`config.mk`:
```
export PLATFORM = sky130hd
export DESIGN_NAME = minmax_tracker
export DESIGN_NICKNAME = d
export VERILOG_FILES = /design/src/rtl/minmax_tracker.sv
export SDC_FILE = /design/constraint.sdc
export NUM_CORES = 1
export LEC_CHECK = 0
export ABC_AREA = 1
export BUFFER_PORTS_ARGS = -buffer_cell sky130_fd_sc_hd__buf_4
export CAP_MARGIN = 20
export CORE_MARGIN = 10
export CORE_UTILIZATION = 42
export DETAILED_ROUTE_END_ITERATION = 16
export SYNTH_ARGS = -nofsm -noshare
export SYNTH_HDL_FRONTEND = slang
export SYNTH_SLANG_ARGS = --single-unit
```
`constraint.sdc`:
```
create_clock -name clk -period 2 [get_ports clk]
set_input_delay 0.1 -clock clk [delete_from_list [all_inputs] [get_ports clk]]
set_output_delay 0.1 -clock clk [all_outputs]
set_load 0.005 [all_outputs]
```
`src/rtl/minmax_tracker.sv`:
```
// rtl/minmax_tracker.sv - per-frame running max/min/count tracker with compare flags and frame report
//
// Accepts a frame of unsigned WIDTH-bit samples (in_valid/in_ready/in_data/in_last),
// pulses cmp_valid with A_eq_B/A_gt_B/A_lt_B (sample vs running max, before update)
// one cycle after each accept, and presents a frame report (out_max, out_min,
// out_count, out_nmax) on out_valid/out_ready after the last sample.
//
// Ports:
//   clk, rst_n                  clock, synchronous active-low reset
//   in_valid, in_ready          sample handshake
//   in_data, in_last            sample value, end-of-frame marker
//   cmp_valid                   one-cycle pulse, flags valid
//   A_eq_B, A_gt_B, A_lt_B      compare flags, hold last value between pulses
//   out_valid, out_ready        frame report handshake
//   out_max, out_min            frame extremes
//   out_count, out_nmax         saturating sample count / count of samples equal to max

module minmax_tracker #(
    parameter int WIDTH = 4,
    parameter int CNT_W = 8
) (
    input  logic             clk,
    input  logic             rst_n,
    input  logic             in_valid,
    output logic             in_ready,
    input  logic [WIDTH-1:0] in_data,
    input  logic             in_last,
    output logic             cmp_valid,
    output logic             A_eq_B,
    output logic             A_gt_B,
    output logic             A_lt_B,
    output logic             out_valid,
    input  logic             out_ready,
    output logic [WIDTH-1:0] out_max,
    output logic [WIDTH-1:0] out_min,
    output logic [CNT_W-1:0] out_count,
    output logic [CNT_W-1:0] out_nmax
);

    typedef enum logic [1:0] {
        EMPTY = 2'd0,
        ACCUM = 2'd1,
        HOLD  = 2'd2
    } state_t;

    localparam logic [CNT_W-1:0] CNT_MAX = {CNT_W{1'b1}};
    localparam logic [CNT_W-1:0] CNT_ONE = CNT_W'(1);

    state_t state_r;
    state_t state_nxt;

    logic accept;
    logic handoff;
    logic samp_eq;
    logic samp_gt;
    logic samp_lt;

    assign accept  = in_valid & in_ready;
    assign handoff = out_valid & out_ready;

    // Compare against the running max as it stood before this sample.
    assign samp_eq = (in_data == out_max);
    assign samp_gt = (in_data >  out_max);
    assign samp_lt = (in_data <  out_max);

    always_ff @(posedge clk) begin
        if (!rst_n) begin
            state_r <= EMPTY;
        end else begin
            state_r <= state_nxt;
        end
    end

    always_comb begin
        state_nxt = state_r;
        in_ready  = 1'b0;
        out_valid = 1'b0;
        unique case (state_r)
            EMPTY: begin
                in_ready = 1'b1;
                if (accept) begin
                    state_nxt = in_last ? HOLD : ACCUM;
                end
            end
            ACCUM: begin
                in_ready = 1'b1;
                if (accept && in_last) begin
                    state_nxt = HOLD;
                end
            end
            HOLD: begin
                out_valid = 1'b1;
                if (handoff) begin
                    state_nxt = EMPTY;
                end
            end
            default: begin
                state_nxt = EMPTY;
            end
        endcase
    end

    always_ff @(posedge clk) begin
        if (!rst_n) begin
            cmp_valid <= 1'b0;
            A_eq_B    <= 1'b0;
            A_gt_B    <= 1'b0;
            A_lt_B    <= 1'b0;
            out_max   <= '0;
            out_min   <= '0;
            out_count <= '0;
            out_nmax  <= '0;
        end else begin
            cmp_valid <= accept;
            if (accept) begin
                if (state_r == EMPTY) begin
                    // First sample of a frame seeds everything and always reads as equal.
                    A_eq_B    <= 1'b1;
                    A_gt_B    <= 1'b0;
                    A_lt_B    <= 1'b0;
                    out_max   <= in_data;
                    out_min   <= in_data;
                    out_count <= CNT_ONE;
                    out_nmax  <= CNT_ONE;
                end else begin
                    A_eq_B <= samp_eq;
                    A_gt_B <= samp_gt;
                    A_lt_B <= samp_lt;
                    if (samp_gt) begin
                        out_max  <= in_data;
                        out_nmax <= CNT_ONE;
                    end else if (samp_eq && (out_nmax != CNT_MAX)) begin
                        out_nmax <= out_nmax + CNT_ONE;
                    end
                    if (in_data < out_min) begin
                        out_min <= in_data;
                    end
                    if (out_count != CNT_MAX) begin
                        out_count <= out_count + CNT_ONE;
                    end
                end
            end
        end
    end

endmodule

```
==> summary.md, run 1 <==
| Metric | Value |
|---|---|
| Status | complete, no violations |
| Post-DP HPWL | 3048 um |
| Synth area leaders | dfxtp_1, nand2_1, a21oi_1 |
| Largest net degree at the start of global routing | 25 |
| Final hold vios | 0 |
| Die area | 7017 um2 |
| TNS Setup | 0 ns |
| CTS buffer count | 5 |
| Port bufs | 38 |
| Initial Util | 43.01% |
| Routing usage on met2 | 16.86% |
| Hold_buf cts | 0 |
| Top-count cell post-synth | nand2_1 |
| Total clock sinks | 30 |
| Via/cell ratio | 4.782 |
| Top Ports | 39 |
| Endpoints failing setup | 0 |
| Worst Clk Skew | 0.004278 ns |
| CTS tree | built |
| DRT antenna net count | 0 |
| Area Overhead vs Synth | 24.62% |
| Filler Cell Count | 388 |
| Area leader, netlist | dfxtp_1 |
| Synthesized Nets | 256 |
| Post-route DRC | 0 |
| GRT busiest layer | met2 |
| Static leakage | 0.9123 nW |
| Fin area | 2128 um2 |
| Power per cell area | 663.5 nW/um2 |
| Final Cycle Share | 81.98% |
| Fmax | 609.9 MHz |
| Slew headroom | 67.00% |
| Post-synth ARST share | 0% |
| Critical path type | reg -> reg |
| WL final | 4042 um |
| Final Power | 1.412 mW |
| RSZ-0062 raised after global routing | false |
| Initial antenna violation count | 0 |
| Layout net count | 297 |
| CTS root buf | clkbuf_8 |
| Synth cell count leaders | nand2_1, dfxtp_1, a21oi_1 |
| Endpoint type of the worst setup path | flop |
| Post-synthesis sequential area ratio | 35.16% |
| Hold Crit Class | in -> reg |
| Crit path arrival time | 1.85 ns |
| Synth Area per Inst | 7.176 um2 |
| Placed cell area | 2037 um2 |
| Critical Path RT | 2.21 ns |
| Via count of the first global-routing pass | 1482 |
| Synth Flop Type | dfxtp_1 |
| CP max FO | 6 |
| Kind of start point of the critical path | flop |
| Routing usage on met3 | 4.395% |
| Synth warn | 0 |
| Detailed Routing Iterations Pass 1 | 4 |
| Clk Latency, worst-skew pair | 0.28 ns |
| Post-Place Setup Slack | 0.3864 ns |
| Max Slew Vio Count | 0 |
| Post-CTS setup buffer count | 0 |
| Min Tclk post-route | 1.640 ns |
| Die Wd | 83.77 um |
| Distinct cells, synth | 27 |
| Syn Inst Count | 238 |
| Layout cell share with drive strength beyond 1 | 27.14% |
| Via count | 1578 |
| Worst slew pin tran | 0.4945 ns |
| Antenna diodes | 0 |
| Min setup slack post-route | 0.3603 ns |
| CTS H-tree depth | 2 |
| Die H | 83.77 um |
| Synthesized area | 1708 um2 |
| Total grt overflow | 0 |
| Maximum VDD drop | 329.9 uV |
| FP Rows | 23 |
| Wire length per cell | 12.25 um |
| Clock transition at path regs | 0.06 ns |
| Routability cong. | 0.7203 |
| #FFs+latches synth | 30 |
| Post-synth EDFFs | 0 |
| Core area | 3971 um2 |
| Synth top area share | 35.16% |
| Buffer depth of the longest clock path | 2 |
| PostCTS Resize Cnt | 0 |
| MaxCap Viol Count | 0 |
| Total GRT Usage | 11.42% |
| GR Util met1 | 14.60% |
| DR iter-0 viols | 62 |
| Global-route wire length before repair | 6858 um |
-- metal layers --
layer | up-vias | share of wire [%]
met3 | 6 | 6.3
met1 | 687 | 50
li1 | 850 | -
met4 | 0 | 1.4
met2 | 35 | 42
met5 | - | 0
-- worst max-delay path, cell delays in order, from the launching register on --
cell and delay, ns:
dfxtp_1 0.38, inv_1 0.06, ha_1 0.30, a21oi_1 0.23, nand2_2 0.11, nand2_4 0.09
nand2_4 0.08, nor2_2 0.12, nand2_1 0.08, a21oi_2 0.13
-- through the flow --
step / hold WS, ns / utilization, % / std cells
global placement: 0.3188 / 51.29 / 322
floorplan: 0.2117 / - / 238
finish: 0.02558 / 53.59 / 330
global route: 0.03910 / 53.59 / 330
detailed placement: 0.3182 / 51.29 / 322
CTS: 0.02052 / 53.59 / 330
-- report_power, final --
part | internal (mW) | switching (mW)
Clock | 0.277 | 0.227
Combinational | 0.108 | 0.152
Sequential | 0.624 | 0.0233
Total | 1.01 | 0.403
-- sequential cells by signal, summed over array words and instances (netlist names) --
signal and count:
A_eq_B 1, A_gt_B 1, A_lt_B 1, cmp_valid 1, out_count 8, out_max 4, out_min 4, out_nmax 8
state_r 2
-- worst paths after layout --
kind              startpoint          end  slack [ns]  cells after the start
setup / recovery  out_max[3]  out_nmax[1]        0.36                      9
hold / removal       in_last   state_r[0]        0.03                      2
setup reg to reg  out_max[3]  out_nmax[1]        0.36                      9
hold reg to reg       A_gt_B       A_gt_B        0.48                      2
-- kinds of logic after synthesis --
| family | after synthesis | share of synthesized area, % |
|---|---|---|
| AOI/OAI and AO/OA | 36 | 11.65 |
| xor gates and xnor gates | 2 | 1.026 |
| adders and majority gates | 9 | 6.594 |
| buffers and inverters | 37 | 8.644 |
| DFF | 30 | 35.17 |
| and+or+nand+nor | 124 | 36.92 |
-- cell usage in the layout (no fill, tap or decap), drive strengths merged --
master    n
nand2    66
buf      38
inv      32
dfxtp    30
a21oi    29
nand3    26
nor2     24
ha        9
clkbuf    7
o21ai     6
nand3b    5
xor2      2
nor3      2
clkinv    2
a2111oi   1
nand4     1
-- final cells by class --
type                    count  area (um2)  share of cell area (%)
clock buffers               7       86.33                   4.056
clock inverters             1       5.005                  0.2352
inverters                  33       128.9                   6.055
multi-input cells         171       959.7                   45.09
flip-flops and latches     30       600.6                   28.22
well taps                  50       62.56                   2.939
repair buffers             38       285.3                   13.40
No activity file was read; power rests on OpenSTA's default activity.
==> inputs of run 2 (changes only) <==
- clock period: 2 -> 1.62 ns (I/O delays scaled with it)
==> summary.md, run 2 (synthesis gave the netlist of run 1 again) <==
| Metric | Value |
|---|---|
| CTS root buf | clkbuf_8 |
| Total grt overflow | 0 |
| Storage cell area | 601.8 um2 |
| Top Ports | 39 |
| CTS tree | built |
| Critical path type | reg -> reg |
| Final hold vios | 0 |
| Via count of the first global-routing pass | 1579 |
| Post-DP HPWL | 3159 um |
| Worst Clk Skew | 0.003858 ns |
| Fin area | 2270 um2 |
| CP max FO | 7 |
| Slowest cell on crit path | dfxtp_1 |
| Total clock sinks | 30 |
| Final Power | 1.800 mW |
| Static leakage | 0.9697 nW |
| Hold_buf cts | 0 |
| Die H | 83.77 um |
| DR iter-0 viols | 54 |
| Filler Cell Count | 385 |
| TNS Setup | 0 ns |
| Placed cell area | 2105 um2 |
| Status | complete, no violations |
| RSZ-0062 raised after global routing | false |
| Slew headroom | 66.06% |
| Wire length per cell | 12.48 um |
| CP dominant cell by count | nand2_2 |
| Layout net count | 307 |
| Worst R2R Start | out_max[2] |
| Fmax | 664.7 MHz |
| Critical Path RT | 1.83 ns |
| Kind of start point of the critical path | flop |
| Core area | 3971 um2 |
| CP delay by family, top | simple AND/OR/NAND/NOR gates |
| Via count | 1635 |
| Max Slew Vio Count | 0 |
| Largest regs | out_count x8, out_nmax x8 |
| Via/cell ratio | 4.809 |
| Commonest non-fill, non-tap cell in the layout | nand2_1 |
| Setup crit start | out_max[2] |
| DRT antenna net count | 0 |
| Clock transition at path regs | 0.06 ns |
| Routability cong. | 0.8011 |
| Post-route DRC | 0 |
| CTS buffer count | 5 |
| Endpoint type of the worst setup path | flop |
| Area Overhead vs Synth | 32.89% |
| WL final | 4244 um |
| Power per cell area | 793.1 nW/um2 |
| Die Wd | 83.77 um |
| Buffer depth of the longest clock path | 2 |
| Global-route wire length before repair | 7245 um |
| FP Rows | 23 |
| Placed cell count | 331 |
| Largest net degree at the start of global routing | 16 |
| Die area | 7017 um2 |
| Clk Latency, worst-skew pair | 0.28 ns |
| Worst slew pin tran | 0.5085 ns |
| Crit path arrival time | 1.72 ns |
| Initial Util | 43.01% |
| Layout cell share with drive strength beyond 1 | 32.76% |
| Port bufs | 38 |
| Maximum VDD drop | 502.5 uV |
| MaxCap Viol Count | 0 |
| Min Tclk post-route | 1.504 ns |
| Final Cycle Share | 92.86% |
| Worst-path cell chain | inv_1 -> ha_1 -> nand2_2 -> inv_2 -> nand2_2 -> nand2_2 -> nand2_4 -> nand3_4 -> nand2_2 -> nand2_1 -> a21oi_2 |
| Initial antenna violation count | 0 |
| Critical path buffer and inverter count | 2 |
| Critical Path Max Stage Delay | 0.33 ns |
| Endpoints failing setup | 0 |
| Antenna diodes | 0 |
| Hold Crit Class | in -> reg |
| Most frequent cells in the layout | nand2_1, buf_4, dfxtp_1, inv_1, a21oi_1 |
| Detailed Routing Iterations Pass 1 | 4 |
| Layout Cells excl Fill | 340 |
| Hold Crit Start | in_last |
| CTS H-tree depth | 2 |
| Area of the multi-input gates | 1025 um2 |
| Total GRT Usage | 12.04% |
==> run 2: cell count changes in the layout (fill, tap and decap cells not counted), moves of 2 or more <==
cell,delta
ha_1,-2
nand2_1,-2
nand2_2,+2
ha_4,+2
nand2_8,+2
a21oi_2,+2
buf_4,+10
nand2_4,-2
a21oi_1,-2
==> run 2: stage by stage <==
stage | hold slack [ns] | utilization, % | setup slack, ns
2_1_floorplan | 0.1927 | - | 0.1441
3_3_place_gp | 0.2969 | 52.99 | 0.09625
3_5_place_dp | 0.3051 | 52.99 | 0.05813
4_1_cts | 0.005562 | 55.29 | 0.03204
5_1_grt | 0.02592 | 57.15 | 0.003998
6_report | 0.02414 | 57.15 | 0.1156
==> run 2: worst paths after layout <==
path / depth (start not counted) / slack [ns] / endpoint
setup / recovery: 11 / 0.12 / out_nmax[1]
hold reg to reg: 2 / 0.47 / A_gt_B
setup reg to reg: 11 / 0.12 / out_nmax[1]
hold / removal: 2 / 0.02 / state_r[0]
==> run 2: cell type report <==
cell class	instances	area share, %
clock inverters	1	0.2205
inverters	33	5.678
well taps	50	2.756
multi-input cells	171	45.15
repair buffers	48	15.88
clock buffers	7	3.804
flip-flops and latches	30	26.52
==> run 2: timing repair <==
| item | in CTS | in global routing |
|---|---|---|
| buffers inserted | 0 | 1 |
| gates resized for setup | 0 | 12 |
| setup endpoints to repair | 0 | 12 |
==> run 2: where the power goes <==
group          internal (mW)  leakage, nW  switching (mW)  total [mW]
sequential             0.771        0.245          0.0239       0.795
clock                  0.342       0.0482           0.282       0.625
combinational          0.164        0.676           0.216       0.381
==> run 2: routing by layer <==
layer | up-vias | routed length, um | global-route usage [%]
li1 | 876 | - | -
met1 | 725 | 2150 | 15.62
met2 | 28 | 1826 | 17.77
met3 | 6 | 195 | 4.102
met4 | 0 | 70 | 4.566
met5 | - | 0 | 0
==> inputs of run 3 (changes only) <==
- REMOVE_ABC_BUFFERS: default -> 1
==> summary.md, run 3 (synthesis gave the netlist of run 1 again) <==
| Metric | Value |
|---|---|
| Die Wd | 83.77 um |
| Initial Util | 43.01% |
| Layout cell share with drive strength beyond 1 | 32.99% |
| Clk Latency, worst-skew pair | 0.28 ns |
| Via count of the first global-routing pass | 1493 |
| Via count | 1648 |
| Detailed Routing Iterations Pass 1 | 4 |
| Post-DP HPWL | 3199 um |
| Filler Cell Count | 405 |
| Final Cycle Share | 95.15% |
| Port bufs | 38 |
| Core area | 3971 um2 |
| Min Tclk post-route | 1.541 ns |
| Die H | 83.77 um |
| Kind of start point of the critical path | flop |
| Worst Clk Skew | 0.004878 ns |
| Total GRT Usage | 11.82% |
| Crit path arrival time | 1.75 ns |
| Total grt overflow | 0 |
| Slowest cell on crit path | dfxtp_1 |
| Global-route wire length before repair | 7072 um |
| Layout net count | 306 |
| CP max FO | 7 |
| Status | complete, no violations |
| Total clock sinks | 30 |
| Post-Place Setup Slack | 0.06313 ns |
| Endpoints failing setup | 0 |
| Area of the multi-input gates | 1035 um2 |
| Max Slew Vio Count | 0 |
| Routability cong. | 0.7584 |
| CTS root buf | clkbuf_8 |
| Final Power | 1.741 mW |
| Largest net degree at the start of global routing | 15 |
| Critical Path RT | 1.82 ns |
| Maximum VDD drop | 405.8 uV |
| Placed cell count | 329 |
| Final hold vios | 0 |
| Fmax | 648.7 MHz |
| Area Overhead vs Synth | 31.79% |
| Placed cell area | 2090 um2 |
| Min setup slack post-route | 0.07853 ns |
| Top Ports | 39 |
| CP dominant cell by count | nand2_8 |
| Die area | 7017 um2 |
| Critical Path Max Stage Delay | 0.32 ns |
| Worst slew pin tran | 0.4312 ns |
| Worst-path cell chain | inv_1 -> ha_4 -> nand2_2 -> nor2_4 -> inv_2 -> nand2_4 -> nand2_8 -> nand2_8 -> nand2_1 -> a21oi_2 |
| Commonest non-fill, non-tap cell in the layout | nand2_1 |
| Via/cell ratio | 4.876 |
| FP Rows | 23 |
| Critical path type | reg -> reg |
| Antenna diodes | 0 |
| CTS buffer count | 5 |
| Critical path buffer and inverter count | 2 |
| Static leakage | 0.9558 nW |
| Wire length per cell | 12.71 um |
| TNS Setup | 0 ns |
| CP delay by family, top | simple AND/OR/NAND/NOR gates |
| Post-route DRC | 0 |
| Fin area | 2251 um2 |
| Worst hold margin | 0.006817 ns |
| Layout Cells excl Fill | 338 |
| DR iter-0 viols | 96 |
| DRT antenna net count | 0 |
| Largest regs | out_count x8, out_nmax x8 |
| Most frequent cells in the layout | nand2_1, buf_4, dfxtp_1, inv_1, a21oi_1 |
| MaxCap Viol Count | 0 |
| Power per cell area | 773.3 nW/um2 |
| WL final | 4295 um |
| Initial antenna violation count | 0 |
| Storage cell area | 603.1 um2 |
| Clock transition at path regs | 0.06 ns |
| Slew headroom | 71.22% |
| Final design utilization | 56.68% |
| Hold Crit Class | in -> reg |
| Buffer depth of the longest clock path | 2 |
| CTS tree | built |
| Endpoint type of the worst setup path | flop |
| CTS H-tree depth | 2 |
## run 3: layout make-up
class	count	share of cell area, %
Clock buffer	7	3.391
Inverter	33	5.725
Multi-Input combinational cell	172	45.97
Sequential cell	30	26.79
Tap cell	50	2.779
Timing Repair Buffer	46	15.34
## run 3: repair_timing
action / CTS / global route
resized for setup: 0 / 15
endpoints found under the hold margin: 0 / 0
setup buffers: 0 / 1
setup endpoints to repair: 0 / 15
hold buffers: 0 / 0
## run 3: where the power goes
part           internal, mW  switching [mW]  leakage, nW
clock network         0.295           0.270       0.0383
logic                 0.161           0.219        0.672
registers             0.772          0.0243        0.246
total                  1.23           0.513        0.956
## run 3: path summary, 6_finish.rpt
kind,start,end,depth (start not counted),slack [ns]
max,out_max[3],out_max[1],10,0.08
max reg2reg,out_max[3],out_max[1],10,0.08
min reg2reg,A_lt_B,A_lt_B,2,0.48
min,in_last,state_r[0],2,0.007
## run 3: routing by layer
layer  part of all wire [%]  track usage [%]  wire length (um)
met4                    1.6            4.566                68
met5                      0                0                 0
met1                     48            15.08              2053
met2                     44            17.63              1909
met3                    6.1            4.199               263
## run 3: worst register-to-register path, cell delays in order, from the launching register on
cell and delay (ns):
dfxtp_1 0.32, inv_1 0.07, ha_4 0.28, nand2_2 0.07, nor2_4 0.16, inv_2 0.08, nand2_4 0.11, nand2_8 0.10
nand2_8 0.10, nand2_1 0.07, a21oi_2 0.12
